<file path="config.mk">
export PLATFORM = sky130hd
export DESIGN_NAME = i2c_ascii_fmt_flat
export DESIGN_NICKNAME = d
export VERILOG_FILES = /design/src/rtl/i2c_ascii_fmt_pkg.sv /design/src/rtl/i2c_ascii_fmt_if.sv /design/src/rtl/i2c_hex_nibble.sv /design/src/rtl/i2c_ascii_fmt.sv /design/src/flat_wrapper.sv
export SDC_FILE = /design/constraint.sdc
export NUM_CORES = 1
export LEC_CHECK = 0
export CELL_PAD_IN_SITES_DETAIL_PLACEMENT = 0
export CELL_PAD_IN_SITES_GLOBAL_PLACEMENT = 2
export CORE_ASPECT_RATIO = 0.8
export CORE_MARGIN = 2
export CORE_UTILIZATION = 40
export DETAILED_ROUTE_END_ITERATION = 16
export DONT_BUFFER_PORTS = 1
export GPL_TIMING_DRIVEN = 0
export HOLD_SLACK_MARGIN = 0.15
export PLACE_DENSITY = 0.86
export SLEW_MARGIN = 40
export SYNTH_ARGS = -nofsm -noshare
export SYNTH_HDL_FRONTEND = slang
export SYNTH_HIERARCHICAL = 1
export SYNTH_SLANG_ARGS = --single-unit
</file>
<file path="constraint.sdc">
create_clock -name i_clk -period 3.1 [get_ports i_clk]
set_input_delay 0.62 -clock i_clk [delete_from_list [all_inputs] [get_ports i_clk]]
set_output_delay 0.62 -clock i_clk [all_outputs]
set_load 0.02 [all_outputs]
</file>
<file path="src/rtl/i2c_ascii_fmt_pkg.sv">
// i2c_ascii_fmt_pkg
//   Shared definitions for the I2C-event-to-ASCII formatter: event type
//   codes, the ASCII characters it emits, and the formatter FSM encoding.
//   No ports; imported by the formatter top.
package i2c_ascii_fmt_pkg;

    localparam logic [1:0] EVT_START   = 2'd0;
    localparam logic [1:0] EVT_RESTART = 2'd1;
    localparam logic [1:0] EVT_DATA    = 2'd2;
    localparam logic [1:0] EVT_STOP    = 2'd3;

    localparam logic [7:0] ASC_S     = 8'h53;
    localparam logic [7:0] ASC_R     = 8'h52;
    localparam logic [7:0] ASC_P     = 8'h50;
    localparam logic [7:0] ASC_PLUS  = 8'h2B;
    localparam logic [7:0] ASC_MINUS = 8'h2D;
    localparam logic [7:0] ASC_SP    = 8'h20;
    localparam logic [7:0] ASC_BANG  = 8'h21;
    localparam logic [7:0] ASC_CR    = 8'h0D;
    localparam logic [7:0] ASC_LF    = 8'h0A;

    typedef enum logic [3:0] {
        ST_IDLE,
        ST_EMIT_BANG,
        ST_EMIT_S,
        ST_EMIT_R,
        ST_EMIT_HI,
        ST_EMIT_LO,
        ST_EMIT_ACK,
        ST_EMIT_SP,
        ST_EMIT_P,
        ST_EMIT_CR,
        ST_EMIT_LF
    } state_e;

    // First character state of each event type.
    function automatic state_e first_state(input logic [1:0] evt_type);
        case (evt_type)
            EVT_START:   return ST_EMIT_S;
            EVT_RESTART: return ST_EMIT_R;
            EVT_DATA:    return ST_EMIT_HI;
            default:     return ST_EMIT_P;
        endcase
    endfunction

endpackage

</file>
<file path="src/rtl/i2c_ascii_fmt_if.sv">
// i2c_ascii_fmt_if
//   Bus bundle around the formatter: the event strobe bus coming from the
//   I2C monitor and the write port towards the UART TX FIFO.
//   master: event source / FIFO side (drives events and full flag).
//   slave : the formatter (drives write enable and character).
interface i2c_ascii_fmt_if;
    logic       evt_stb;
    logic [1:0] evt_type;
    logic [7:0] evt_data;
    logic       evt_ack;
    logic       full;
    logic       wen;
    logic [7:0] data;

    modport master (output evt_stb, evt_type, evt_data, evt_ack, full,
                    input  wen, data);
    modport slave  (input  evt_stb, evt_type, evt_data, evt_ack, full,
                    output wen, data);
endinterface

</file>
<file path="src/rtl/i2c_hex_nibble.sv">
// i2c_hex_nibble
//   Converts a 4-bit nibble into its ASCII hex digit.
//   nib_i : nibble value
//   asc_o : ASCII character ('0'-'9', then 'A'-'F' or 'a'-'f' per HEX_UPPER)
module i2c_hex_nibble #(
    parameter bit HEX_UPPER = 1'b1
) (
    input  logic [3:0] nib_i,
    output logic [7:0] asc_o
);
    localparam logic [7:0] ALPHA_BASE = HEX_UPPER ? 8'h41 : 8'h61;

    always_comb begin
        if (nib_i < 4'd10) begin
            asc_o = 8'h30 + {4'h0, nib_i};
        end else begin
            asc_o = ALPHA_BASE + {4'h0, nib_i} - 8'd10;
        end
    end
endmodule

</file>
<file path="src/rtl/i2c_ascii_fmt.sv">
// i2c_ascii_fmt
//   Turns I2C monitor events into printable ASCII for the UART TX FIFO.
//   One event of buffering (hold register); events arriving while it is
//   occupied are dropped, flagged sticky on o_ovf and reported in-band as
//   a '!' ahead of the next emitted event.
//   i_clk, i_res_n : clock, async active-low reset
//   bus            : event strobe/type/data/ack in, FIFO full in,
//                    write enable / character out
//   o_ovf          : sticky drop flag, cleared by i_ovf_clr (set wins)
//   o_busy         : FSM active or hold register occupied
module i2c_ascii_fmt
    import i2c_ascii_fmt_pkg::*;
#(
    parameter bit HEX_UPPER = 1'b1,
    parameter bit EOL_CRLF  = 1'b1
) (
    input  logic           i_clk,
    input  logic           i_res_n,
    i2c_ascii_fmt_if.slave bus,
    output logic           o_ovf,
    input  logic           i_ovf_clr,
    output logic           o_busy
);
    state_e     state_q;
    logic       hold_vld_q, hold_vld_d;
    logic [1:0] hold_type_q;
    logic [7:0] hold_data_q;
    logic       hold_ack_q;
    logic [1:0] wrk_type_q;
    logic [7:0] wrk_data_q;
    logic       wrk_ack_q;
    logic       bang_q, bang_d;
    logic       ovf_q, ovf_d;
    logic       load, take, drop, adv;
    logic [7:0] hex_hi, hex_lo;

    // Loading from the hold register frees it in the same cycle, so a
    // coincident strobe is captured rather than dropped.
    assign load = (state_q == ST_IDLE) && hold_vld_q;
    assign take = bus.evt_stb && (!hold_vld_q || load);
    assign drop = bus.evt_stb && hold_vld_q && !load;
    assign adv  = (state_q != ST_IDLE) && !bus.full;

    always_comb begin
        hold_vld_d = hold_vld_q;
        if (take) begin
            hold_vld_d = 1'b1;
        end else if (load) begin
            hold_vld_d = 1'b0;
        end
        bang_d = bang_q;
        if (drop) begin
            bang_d = 1'b1;
        end else if (load) begin
            bang_d = 1'b0;
        end
        ovf_d = ovf_q;
        if (drop) begin
            ovf_d = 1'b1;
        end else if (i_ovf_clr) begin
            ovf_d = 1'b0;
        end
    end

    always_ff @(posedge i_clk or negedge i_res_n) begin
        if (!i_res_n) begin
            hold_vld_q <= 1'b0;
            bang_q     <= 1'b0;
            ovf_q      <= 1'b0;
        end else begin
            hold_vld_q <= hold_vld_d;
            bang_q     <= bang_d;
            ovf_q      <= ovf_d;
        end
    end

    // Event payload registers need no reset: they are only read when the
    // matching valid/state says they hold a captured event.
    always_ff @(posedge i_clk) begin
        if (take) begin
            hold_type_q <= bus.evt_type;
            hold_data_q <= bus.evt_data;
            hold_ack_q  <= bus.evt_ack;
        end
        if (load) begin
            wrk_type_q <= hold_type_q;
            wrk_data_q <= hold_data_q;
            wrk_ack_q  <= hold_ack_q;
        end
    end

    always_ff @(posedge i_clk or negedge i_res_n) begin
        if (!i_res_n) begin
            state_q <= ST_IDLE;
        end else begin
            case (state_q)
                ST_IDLE:      if (load) state_q <= bang_q ? ST_EMIT_BANG : first_state(hold_type_q);
                ST_EMIT_BANG: if (adv)  state_q <= first_state(wrk_type_q);
                ST_EMIT_HI:   if (adv)  state_q <= ST_EMIT_LO;
                ST_EMIT_LO:   if (adv)  state_q <= ST_EMIT_ACK;
                ST_EMIT_ACK:  if (adv)  state_q <= ST_EMIT_SP;
                ST_EMIT_P:    if (adv)  state_q <= EOL_CRLF ? ST_EMIT_CR : ST_EMIT_LF;
                ST_EMIT_CR:   if (adv)  state_q <= ST_EMIT_LF;
                default:      if (adv)  state_q <= ST_IDLE;
            endcase
        end
    end

    i2c_hex_nibble #(.HEX_UPPER(HEX_UPPER)) u_hex_hi (
        .nib_i (wrk_data_q[7:4]),
        .asc_o (hex_hi)
    );

    i2c_hex_nibble #(.HEX_UPPER(HEX_UPPER)) u_hex_lo (
        .nib_i (wrk_data_q[3:0]),
        .asc_o (hex_lo)
    );

    always_comb begin
        bus.data = 8'h00;
        case (state_q)
            ST_EMIT_BANG: bus.data = ASC_BANG;
            ST_EMIT_S:    bus.data = ASC_S;
            ST_EMIT_R:    bus.data = ASC_R;
            ST_EMIT_HI:   bus.data = hex_hi;
            ST_EMIT_LO:   bus.data = hex_lo;
            ST_EMIT_ACK:  bus.data = wrk_ack_q ? ASC_MINUS : ASC_PLUS;
            ST_EMIT_SP:   bus.data = ASC_SP;
            ST_EMIT_P:    bus.data = ASC_P;
            ST_EMIT_CR:   bus.data = ASC_CR;
            ST_EMIT_LF:   bus.data = ASC_LF;
            default:      bus.data = 8'h00;
        endcase
    end

    assign bus.wen = adv;
    assign o_ovf   = ovf_q;
    assign o_busy  = (state_q != ST_IDLE) || hold_vld_q;
endmodule
</file>
<file path="src/flat_wrapper.sv">
// flat-port wrapper written by rule: the top's interface ports become plain ports
module i2c_ascii_fmt_flat import i2c_ascii_fmt_pkg::*;
#(
    parameter bit HEX_UPPER = 1'b1,
    parameter bit EOL_CRLF  = 1'b1
)
  (i_clk, i_res_n, o_ovf, i_ovf_clr, o_busy, bus_evt_stb, bus_evt_type, bus_evt_data, bus_evt_ack, bus_full, bus_wen, bus_data);
  i2c_ascii_fmt_if bus_i ();
  input  logic i_clk;
  input  logic i_res_n;
  output logic o_ovf;
  input  logic i_ovf_clr;
  output logic o_busy;
  input wire logic [$bits(bus_i.evt_stb)-1:0] bus_evt_stb;
  input wire logic [$bits(bus_i.evt_type)-1:0] bus_evt_type;
  input wire logic [$bits(bus_i.evt_data)-1:0] bus_evt_data;
  input wire logic [$bits(bus_i.evt_ack)-1:0] bus_evt_ack;
  input wire logic [$bits(bus_i.full)-1:0] bus_full;
  output wire logic [$bits(bus_i.wen)-1:0] bus_wen;
  output wire logic [$bits(bus_i.data)-1:0] bus_data;
  assign bus_i.evt_stb = bus_evt_stb;
  assign bus_i.evt_type = bus_evt_type;
  assign bus_i.evt_data = bus_evt_data;
  assign bus_i.evt_ack = bus_evt_ack;
  assign bus_i.full = bus_full;
  assign bus_wen = bus_i.wen;
  assign bus_data = bus_i.data;
  i2c_ascii_fmt #(.HEX_UPPER(HEX_UPPER), .EOL_CRLF(EOL_CRLF)) u_core (.i_clk(i_clk), .i_res_n(i_res_n), .bus(bus_i), .o_ovf(o_ovf), .i_ovf_clr(i_ovf_clr), .o_busy(o_busy));
endmodule
</file>
==> out/qor.yml <==
outcome: "finished clean"
critical_path.top_delay_family: "compound AO/OA/AOI/OAI gates"
yosys_warnings: 6
drc: 0
synth-seq-cells: 29
grt_pass1_vias: 1033
clk_latency_ns: 0.27
finalCritPeriodShare_pct: 82.1
reg2reg_depth: 4
final_area_um2: 1830
clock_path_buffers: 2
report.final.slew_viol_count: 0
cp_num_buf_inv: 1
critPathArrivalTime_ns: 1.93
holdPathStages: 0
worst_pin_slew_ns: 0.747
synth_flop_cell: "edfxtp_1"
fin_skew_ns: 0.00228
setup.worst_path.end_class: "output pin"
drive_gt1_share_pct: 18.4
cts_made_buffers: 5
cap_viol_max_count: 0
wl_met2_mm: 1.30
gp_congestion: 0.862
hold_end: "u_core/wrk_data_q[5]"
vias: 1161
ir_drop_uv: 461
r2r_slack_ns: 1.23
hp-class: "flip-flop to flip-flop"
viasPerCell: 5.45
p_leak_nw: 0.665
crit_path_top_delay_cell: "edfxtp_1"
antenna_found_initial: 0
grt_max_degree: 13
crit_chain: "inv_1, ha_1, nor2b_1, o21ai_0, mux2_2, a21oi_1, o22ai_1"
finalNetCount: 175
critical_path.startpoint: "u_core/wrk_data_q[5]"
grt_usage_pct: 14.8
drt_iter0_drc: 75
cts.clk_slew.worst_paths_ns: 0.06
h-tree-depth: 2
cts_num_sinks: 29
dp_cells: 204
async_flop_share_pct: 24.1
cts_setup_buffers: 0
most-common-layout-cells: "edfxtp_1 (22), a21oi_1 (13), inv_1 (11)"
fillerInstances: 377
maxUsedRoutingLayer: "met4"
wl_met3_um: 182
rsz0062_at_grt: "false"
dieWidth_um: 76.2
path_class: "flip-flop to output pin"
dieArea_um2: 4700
period_minus_slack_ns: 2.55
min-delay-start: "u_core/hold_data_q[5]"
p_per_area_nw_per_um2: 1080
rows: 20
setup-tns-final_ns: 0
routed_wl_mm: 3.13
initial_core_util_pct: 42.7
avgRoutedWirePerCell_um: 14.7
final_common_cell: "edfxtp_1"
startpoint_type: "flip-flop"
stdcell_count: 213
avgSynthCellArea_um2: 11.2
timing.rr.end: "u_core/hold_data_q[4]"
die_h_um: 61.7
yosysSeqAreaShare_pct: 50.2
wl_met1_mm: 1.60
worst-path-stages: 7
dp_hpwl_mm: 2.32
drt-pass1-iter-count: 5
grt_pass1_wl_mm: 5.15
hold_viol_final: 0
syn2layout_area_growth_pct: 9.91
grt_remaining_overflow: 0
place_area_um2: 1740
totalPowerFinal_w: 0.00198
worstPathRequired_ns: 2.48
synth_edf_count: 22
boundaryPins: 27
mappedNetlistArea_um2: 1670
critPathMaxFanout: 6
setup_viol: 0
synth_cell_types: 48
fp.coreArea_um2: 3900
rr_startpoint: "u_core/state_q[0]"
relSlewSlack_pct: 49.8
syn_inst: 149
insertedDiodeCount: 0
drtAntennaViolNets: 0
synth_nets: 167
portBuffers: 0
final_core_util_pct: 46.9
max_freq_mhz: 393
cts_tree: "built"
root_buffer: "clkbuf_8"
worst_path_largest_cell_delay_ns: 0.44
area by class of cell:
class	instances	area, µm²	share of cell area, %
flip-flops and latches	29	836	45.6
well taps	55	68.8	3.76
plain buffers	11	86.3	4.71
clock inverters	2	10.0	0.546
repair buffers	1	10.0	0.546
multi-input cells	98	707	38.6
inverters	11	41.3	2.25
clock buffers	6	72.6	3.96
through the flow:
| step | setup slack, ns | hold WS [ns] |
|---|---|---|
| floorplan | 0.921 | 0.324 |
| global placement | 0.568 | 0.325 |
| detailed placement | 0.844 | 0.325 |
| CTS | 0.531 | 0.418 |
| global route | 0.396 | 0.419 |
| finish | 0.554 | 0.417 |
worst max path at each step:
stage / to
CTS: bus_data[1]
finish: bus_data[4]
floorplan: u_core/hold_ack_q
global route: bus_data[0]
detailed placement: bus_data[1]
global placement: u_core/hold_data_q[1]
report_power, final:
| group | switching (W) | internal [W] | total (W) | leakage (nW) |
|---|---|---|---|---|
| clock | 0.000126 | 0.000155 | 0.000281 | 0.0450 |
| combinational | 0.000577 | 0.000391 | 0.000968 | 0.325 |
| sequential | 0.000124 | 0.000605 | 0.000729 | 0.294 |
Yosys cell counts (all sizes together), types with 2 or more instances:
cell type  number  share of area [%]
edfxtp         22                 40
a21oi          13                3.9
inv            11                2.5
o21ai          11                3.3
buf            10                5.0
dfrtp           7                 11
nor2            7                1.6
nor2b           7                2.6
o22ai           5                1.9
a22o            4                2.1
mux2            4                2.7
nand2           4                1.2
nand2b          4                2.1
mux2i           3                1.8
nor3b           3                1.4
o21a            3                1.4
o32ai           3                2.0
xnor2           3                1.6
a21boi          2               0.90
and2            2               0.75
conb            2               0.45
ha              2                1.5
nand3b          2               0.90
nor4            2                2.0
o31ai           2                1.2
state kept, by name, summed over array words and instances, names as in the netlist:
name                count
u_core/bang_q           1
u_core/hold_ack_q       1
u_core/hold_data_q      8
u_core/hold_type_q      2
u_core/hold_vld_q       1
u_core/o_ovf            1
u_core/state_q          4
u_core/wrk_ack_q        1
u_core/wrk_data_q       8
u_core/wrk_type_q       2
what timing repair did:
action | CTS | global route
hold buffers | 1 | 0
resized for setup | 0 | 0
endpoints found under the hold margin | 7 | 0
setup endpoints to repair | 0 | 0
routing by layer:
metal  up-vias  GRT usage (%)
met5         -              0
met4         0           7.01
met3         9           3.61
met2        54           22.4
met1       536           20.6
li1        562              -
worst reg2reg max path, delay by kind of cell, from the launching register on:
kind | cells | cell delay (ns)
flip-flops | 1 | 0.39
buffers and inverters | 1 | 0.15
AO/OA/AOI/OAI | 1 | 0.50
AND/OR/NAND/NOR | 2 | 0.48
kinds of logic after synthesis:
group                      after synthesis  synth area share, %
AOI/OAI and AO/OA                       49                 20.1
xor gates and xnor gates                 3                 1.58
adders and majority gates                2                 1.50
buffers and inverters                   22                 7.66
DFF                                     29                 50.2
muxes                                    7                 4.50
other                                    2                0.451
and+or+nand+nor                         35                 14.0
Power figures use the tool's default switching activity.
